### config.mk
export PLATFORM = sky130hd
export DESIGN_NAME = data_bus_timer
export DESIGN_NICKNAME = d
export VERILOG_FILES = /design/src/rtl/data_bus_timer.sv
export SDC_FILE = /design/constraint.sdc
export NUM_CORES = 1
export LEC_CHECK = 0
export CORE_AREA = 2 2 215 217
export DETAILED_ROUTE_END_ITERATION = 7
export DIE_AREA = 0 0 217 219
export GPL_TIMING_DRIVEN = 0
export PLACE_DENSITY = 0.66
export SLEW_MARGIN = 20
export SYNTH_ARGS = -nofsm -noshare
export SYNTH_HDL_FRONTEND = slang
export SYNTH_SLANG_ARGS = --single-unit
### constraint.sdc
create_clock -name ACLK -period 4.4 [get_ports ACLK]
set_input_delay 0.88 -clock ACLK [delete_from_list [all_inputs] [get_ports ACLK]]
set_output_delay 0.88 -clock ACLK [all_outputs]
set_load 0.02 [all_outputs]
### src/rtl/data_bus_timer.sv
// Memory-mapped 64-bit timer on a data-bus slave port: prescaled counter, compare match,
// optional auto-reload and a level interrupt, with independent read and write handshakes.
module data_bus_timer #(
  parameter logic [63:0] BASE_ADDR = 64'h0000_0000_0200_0000,
  parameter int unsigned PRESCALE  = 1
) (
  input  logic        ACLK,
  input  logic        ARESETn,
  input  logic [63:0] ReadAddrIn,
  output logic [63:0] ReadDataOut,
  output logic        ReadReady,
  input  logic [63:0] WriteAddrIn,
  input  logic [63:0] WriteDataIn,
  input  logic [3:0]  WriteStrb,
  output logic        WriteReady,
  output logic        TimerIrq
);

  localparam logic [1:0] ST_IDLE = 2'd0;
  localparam logic [1:0] ST_RESP = 2'd1;
  localparam logic [1:0] ST_HOLD = 2'd2;

  localparam logic [1:0] SEL_CTRL    = 2'd0;
  localparam logic [1:0] SEL_COUNT   = 2'd1;
  localparam logic [1:0] SEL_COMPARE = 2'd2;
  localparam logic [1:0] SEL_STATUS  = 2'd3;

  localparam logic [31:0] PRESCALE_LAST = 32'(PRESCALE - 1);

  // Each strobe bit covers one 16-bit lane of the write data.
  function automatic logic [63:0] strb_mask(input logic [3:0] strb);
    logic [63:0] m;
    m = 64'd0;
    for (int i = 0; i < 4; i++) begin
      m[16*i +: 16] = {16{strb[i]}};
    end
    return m;
  endfunction

  logic [1:0]  r_rd_state;
  logic [1:0]  r_wr_state;
  logic [63:0] r_rdata;
  logic        r_rready;
  logic        r_wready;
  logic [2:0]  r_ctrl;
  logic [63:0] r_count;
  logic [63:0] r_compare;
  logic        r_status;
  logic [31:0] r_presc;

  logic [63:0] w_rd_off;
  logic        w_rd_hit;
  logic [63:0] w_rd_data;
  logic [63:0] w_wr_off;
  logic        w_wr_hit;
  logic        w_wr_fire;
  logic        w_wr_ctrl;
  logic        w_wr_count;
  logic        w_wr_compare;
  logic        w_wr_status;
  logic [63:0] w_wmask;
  logic [63:0] w_wdata_m;
  logic        w_tick;
  logic [63:0] w_count_inc;
  logic        w_hit;

  assign w_rd_off = ReadAddrIn - BASE_ADDR;
  assign w_rd_hit = (ReadAddrIn >= BASE_ADDR) && (w_rd_off < 64'h20);
  assign w_wr_off = WriteAddrIn - BASE_ADDR;
  assign w_wr_hit = (WriteAddrIn >= BASE_ADDR) && (w_wr_off < 64'h20);

  assign w_wr_fire    = (r_wr_state == ST_IDLE) && (WriteAddrIn != 64'd0);
  assign w_wr_ctrl    = w_wr_fire && w_wr_hit && (w_wr_off[4:3] == SEL_CTRL);
  assign w_wr_count   = w_wr_fire && w_wr_hit && (w_wr_off[4:3] == SEL_COUNT);
  assign w_wr_compare = w_wr_fire && w_wr_hit && (w_wr_off[4:3] == SEL_COMPARE);
  assign w_wr_status  = w_wr_fire && w_wr_hit && (w_wr_off[4:3] == SEL_STATUS);

  assign w_wmask   = strb_mask(WriteStrb);
  assign w_wdata_m = WriteDataIn & w_wmask;

  assign w_tick      = r_ctrl[0] && (r_presc == PRESCALE_LAST);
  assign w_count_inc = r_count + 64'd1;
  assign w_hit       = w_tick && (w_count_inc == r_compare);

  // Read-data mux; unmapped addresses read as zero.
  always_comb begin
    w_rd_data = 64'd0;
    if (w_rd_hit) begin
      case (w_rd_off[4:3])
        SEL_CTRL:    w_rd_data = {61'd0, r_ctrl};
        SEL_COUNT:   w_rd_data = r_count;
        SEL_COMPARE: w_rd_data = r_compare;
        SEL_STATUS:  w_rd_data = {63'd0, r_status};
        default:     w_rd_data = 64'd0;
      endcase
    end else begin
      w_rd_data = 64'd0;
    end
  end

  // Read handshake: capture on request, one-cycle ready, wait for address to drop.
  always_ff @(posedge ACLK or negedge ARESETn) begin
    if (!ARESETn) begin
      r_rd_state <= ST_IDLE;
      r_rdata    <= 64'd0;
      r_rready   <= 1'b0;
    end else begin
      case (r_rd_state)
        ST_IDLE: begin
          if (ReadAddrIn != 64'd0) begin
            r_rd_state <= ST_RESP;
            r_rdata    <= w_rd_data;
            r_rready   <= 1'b1;
          end
        end
        ST_RESP: begin
          r_rd_state <= ST_HOLD;
          r_rready   <= 1'b0;
        end
        ST_HOLD: begin
          if (ReadAddrIn == 64'd0) r_rd_state <= ST_IDLE;
        end
        default: begin
          r_rd_state <= ST_IDLE;
          r_rready   <= 1'b0;
        end
      endcase
    end
  end

  // Write handshake; the register update itself is keyed off w_wr_fire.
  always_ff @(posedge ACLK or negedge ARESETn) begin
    if (!ARESETn) begin
      r_wr_state <= ST_IDLE;
      r_wready   <= 1'b0;
    end else begin
      case (r_wr_state)
        ST_IDLE: begin
          if (w_wr_fire) begin
            r_wr_state <= ST_RESP;
            r_wready   <= 1'b1;
          end
        end
        ST_RESP: begin
          r_wr_state <= ST_HOLD;
          r_wready   <= 1'b0;
        end
        ST_HOLD: begin
          if (WriteAddrIn == 64'd0) r_wr_state <= ST_IDLE;
        end
        default: begin
          r_wr_state <= ST_IDLE;
          r_wready   <= 1'b0;
        end
      endcase
    end
  end

  // CTRL and COMPARE are plain software registers.
  always_ff @(posedge ACLK or negedge ARESETn) begin
    if (!ARESETn) begin
      r_ctrl    <= 3'd0;
      r_compare <= 64'hFFFF_FFFF_FFFF_FFFF;
    end else begin
      if (w_wr_ctrl) r_ctrl <= (r_ctrl & ~w_wmask[2:0]) | w_wdata_m[2:0];
      if (w_wr_compare) r_compare <= (r_compare & ~w_wmask) | w_wdata_m;
    end
  end

  // Prescaler only advances while enabled and is never cleared by CTRL writes.
  always_ff @(posedge ACLK or negedge ARESETn) begin
    if (!ARESETn) begin
      r_presc <= 32'd0;
    end else if (r_ctrl[0]) begin
      r_presc <= w_tick ? 32'd0 : r_presc + 32'd1;
    end
  end

  // Software COUNT write beats increment/reload; match set beats W1C clear.
  always_ff @(posedge ACLK or negedge ARESETn) begin
    if (!ARESETn) begin
      r_count  <= 64'd0;
      r_status <= 1'b0;
    end else begin
      if (w_wr_count) begin
        r_count <= (r_count & ~w_wmask) | w_wdata_m;
      end else if (w_tick) begin
        r_count <= (w_hit && r_ctrl[2]) ? 64'd0 : w_count_inc;
      end
      if (w_hit && !w_wr_count) begin
        r_status <= 1'b1;
      end else if (w_wr_status && w_wdata_m[0]) begin
        r_status <= 1'b0;
      end
    end
  end

  assign ReadDataOut = r_rdata;
  assign ReadReady   = r_rready;
  assign WriteReady  = r_wready;
  assign TimerIrq    = r_status & r_ctrl[1];

endmodule
Word level (Yosys, flattened, before mapping)
Index checks and enable logic that the tools add are counted.
W data, S select, Z words.
{"block": "totals", "regBits": 234, "input_bits": 198, "output_inout_bits": 67, "word_cells": 93}
{"block": "classes", "addsub": 4, "n_lt_le_gt_ge": 4, "n_eq_ne": 15, "n_mux": 18, "bitwise_logic": 12, "reduce_logical": 30}
{"op": "$mux W64", "n": 4}
{"op": "$pmux W64 S4", "n": 1}
{"op": "$and A64 B64 Y64", "n": 3}
{"op": "$ge A64 B26 Y1 const B", "n": 2}
{"op": "$logic_not A64 Y1", "n": 2}
{"op": "$lt A64 B6 Y1 const B", "n": 2}
{"op": "$or A64 B64 Y64", "n": 2}
{"op": "$reduce_bool A64 Y1", "n": 2}
{"op": "$sub A64 B26 Y64 const B", "n": 2}
{"op": "$add A64 B1 Y64 const B", "n": 1}
{"op": "$eq A64 B64 Y1", "n": 1}
{"op": "$not A64 Y64", "n": 1}
{"op": "$add A32 B1 Y32 const B", "n": 1}
{"op": "$logic_not A32 Y1", "n": 1}
{"op": "$mux W32", "n": 1}
{"op": "$logic_and A1 B1 Y1", "n": 13}
{"op": "$eq A2 B2 Y1 const B", "n": 6}
{"op": "$pmux W2 S3", "n": 2}
{"op": "$reduce_and A2 Y1", "n": 5}
{"op": "$eq A2 B1 Y1 const B", "n": 4}
{"op": "$logic_not A2 Y1", "n": 4}
{"op": "$mux W2", "n": 4}
{"op": "$ne A2 B2 Y1 const B", "n": 4}
{"op": "$mux W1", "n": 4}
{"op": "other kinds (8)", "n": 11}

Depth between registers and ports, before layout
{"block": "logic_depth", "depth_word": 8, "mapped_depth": 15, "mapped_depth_nobuf": 12}

Worst setup path before layout
OpenSTA, ideal clock, no wires.
{"block": "synth_timing", "kind": "input -> register", "from": "input port WriteAddrIn[31]", "to": "register (tool-made name)", "arrival_time_ns": 3.808, "required_time_ns": 4.274, "slack_ns": 0.466, "cell_stages": 12, "cell_sequence": "nor4_1 -> nand4_2 -> or3_1 -> a221o_1 -> nor3_1 -> and4b_1 -> buf_2 -> mux2i_1 -> buf_2 -> nor3_1 -> a221oi_2 -> nand2_1"}
{"element": "from (decl)", "line_no": "12", "rtl": "input logic [63:0] WriteAddrIn,"}

==> out/qor.yml <==
outcome:
  outcome: "completed"
hold_path:
  min_path_type: "in -> async"
logic_synthesis:
  syn_area_sq_um: 15600
  synth_most_common_cell: "nand2_1"
  netlist-cell-type-count: 93
  synth_nets: 1940
  async_flop_share_pct: 100
  synth_area_leaders: "dfrtp_1 (27%), dfstp_2 (11%), xnor2_1 (4.6%)"
  yosysSeqAreaShare_pct: 38.0
  ys.warnings.count: 0
  synth_edf_count: 0
  yosysTopAreaCellShare_pct: 27.2
  ys_top_cells_by_count: "nand2_1 (191), dfrtp_1 (170), o21ai_0 (137), nand3_1 (91), xnor2_1 (83)"
  yosys.area.top_type: "dfrtp_1"
  syn-instance-count: 1736
  ys_seq_elements: 234
  synth.avg_cell_area_sq_um: 9.01
  ys.flop_type: "dfrtp_1"
place:
  pre_cts_ws_ns: -1.24
  dp.final_hpwl_um: 47700
  io_buffers: 263
  place_congestion: 0.984
global_route:
  gr-total-overflow: 0
  track_usage_pct: 25.4
  grt_pass1_vias: 15300
  grt_start_max_net_pins: 97
  antenna_found_initial: 4
  grt_pass1_wl_um: 93300
cts:
  clk_path_buf_depth: 3
  cts_root_buffer: "clkbuf_16"
  clock_latency_ns: 0.58
  clk_pin_slew_worst_paths_ns: 0.07
  cts_buffers: 27
  htree_levels: 1
  cts_tree: "done"
  holdBufCountCts: 0
  clock-sinks: 234
route:
  drtIter0Drc: 1468
  wire_per_inst_um: 23.3
  postRouteWirelength_um: 61900
  ant_nets: 0
  drc_errors: 0
  drtPass1Iterations: 7
  num_vias: 15800
  via_per_inst: 5.93
final_layout:
  synthToLayoutAreaGrowth_pct: 30.7
  multiInputGateArea_sq_um: 9280
  area.sequential_sq_um: 5940
  n_fill_cell: 4401
  drive_gt1_share_pct: 15.7
  nNetsFinal: 2243
power:
  finalPower_w: 0.00491
  leakage_nw: 8.15
  powerDensity_nw_per_um2: 240
  worst_ir_drop_vdd_uv: 268
worst_setup_path:
  required_ns: 4.85
  cp-end-kind: "flip-flop"
  worstPathMaxFanout: 10
  crit_type: "reg -> reg"
  start_kind: "flip-flop"
  arrival_ns: 4.76
timing:
  slew_violations: 0
  fmax_ghz: 0.232
  setup_viol: 0
  hold_viol: 0
  fin_crit_ns: 4.31
  fin_worst_hold_slack_ns: 0.265
  finalClockSkew_ns: 0.0159
  finalCritPeriodShare_pct: 97.9
  worst_pin_slew_ns: 0.982
  relSlewSlack_pct: 34.5
  setup_slack_ns: 0.0928
  tns_ns: 0
floorplan:
  dieArea_sq_um: 47500
  core_sq_um: 45100
  die_y_um: 219
  pin_count: 265
  die_width_um: 217
  rows: 78
  start_util_pct: 34.7
run:
  cap_violations: 0
worst max-delay path, stage by stage (launching register included):
cell	delay, ns
dfrtp_1	0.32
clkbuf_2	0.25
and4_1	0.40
clkbuf_2	0.27
nand4_1	0.23
xnor2_2	0.33
nand4_1	0.13
nor4_1	0.54
nand4_1	0.22
nor4_4	0.42
a31o_2	0.27
buf_6	0.19
buf_4	0.27
o21ai_0	0.12
a21o_1	0.19
through the flow:
stage | area, sq um | utilization, % | cells
after floorplan | 15600 | - | 1736
after global placement | 19000 | 42.2 | 2599
after detailed placement | 19100 | 42.3 | 2601
after CTS | 20200 | 44.9 | 2655
after global routing | 20400 | 45.3 | 2662
final | 20400 | 45.3 | 2662
layer usage:
layer	up-vias	routed length [um]	track usage, %
li1	7131	-	-
met1	7827	27700	35.5
met2	694	27600	40.3
met3	126	4500	3.74
met4	0	2100	8.08
met5	-	0	0
cell usage in the layout, fill, tap and decap left out, types with 25 or more instances in the layout:
cell type / n
inv_1: 25
dfrtp_1: 170
nand3_1: 88
o21ai_1: 28
clkbuf_1: 35
nand4_1: 57
mux2_2: 35
nor3_1: 52
buf_2: 39
clkbuf_16: 27
a22oi_1: 62
nand2_1: 191
dfstp_2: 64
buf_4: 27
nor2_1: 61
a21oi_1: 32
and3_1: 33
a22o_1: 39
o21ai_0: 133
mux2_1: 40
xnor2_1: 80
nor4_1: 51
o31ai_1: 25
clkdlybuf4s50_1: 262
xor2_1: 42
cell families (layout without fill, tap and decap cells):
| group | Yosys count | in the layout | synth area share (%) |
|---|---|---|---|
| DFF | 234 | 234 | 38.0 |
| muxes | 86 | 86 | 6.20 |
| buffers and inverters | 147 | 471 | 4.42 |
| xor gates and xnor gates | 125 | 125 | 7.00 |
| AOI/OAI and AO/OA | 428 | 428 | 18.3 |
| and+or+nand+nor | 710 | 710 | 25.6 |
| adders and majority gates | 6 | 6 | 0.480 |
| other | 0 | 2 | 0 |
path summary, 6_finish.rpt:
check | startpoint | endpoint | slack [ns] | cells after the start
worst min-delay path | ARESETn | ReadDataOut[48]$_DFFE_PN0P_ | 0.26 | 1
worst min register to register | ReadDataOut[4]$_DFFE_PN0P_ | ReadDataOut[4]$_DFFE_PN0P_ | 0.48 | 2
worst max register to register | flip-flop | flip-flop | 0.09 | 14
max in group asynchronous | ARESETn | async pin | 3.22 | 2
worst max-delay path | flip-flop | flip-flop | 0.09 | 14
min in group ACLK | ReadDataOut[4]$_DFFE_PN0P_ | ReadDataOut[4]$_DFFE_PN0P_ | 0.48 | 2
repair_timing:
| action | CTS | global route |
|---|---|---|
| buffers inserted | 6 | 6 |
| pin swaps | 5 | 6 |
| endpoints found under the setup margin | 170 | 125 |
| hold endpoints to repair | 0 | 0 |
| gates resized for setup | 41 | 46 |
cell type report:
cell class	instances	share of cell area, %
Clock inverter	14	0.833
Clock buffer	36	3.77
Buffer	119	3.10
Timing Repair Buffer	277	13.7
Sequential cell	234	29.0
Tap cell	600	3.67
Multi-Input combinational cell	1355	45.4
Inverter	25	0.459
Antenna cell	2	0.0245
power by group:
part	internal [W]	total, W	switching [W]
Clock	0.00141	0.00239	0.000979
Sequential	0.00216	0.00216	0
Combinational	0.000190	0.000367	0.000177
Total	0.00376	0.00491	0.00116
Power figures use the tool's default switching activity.
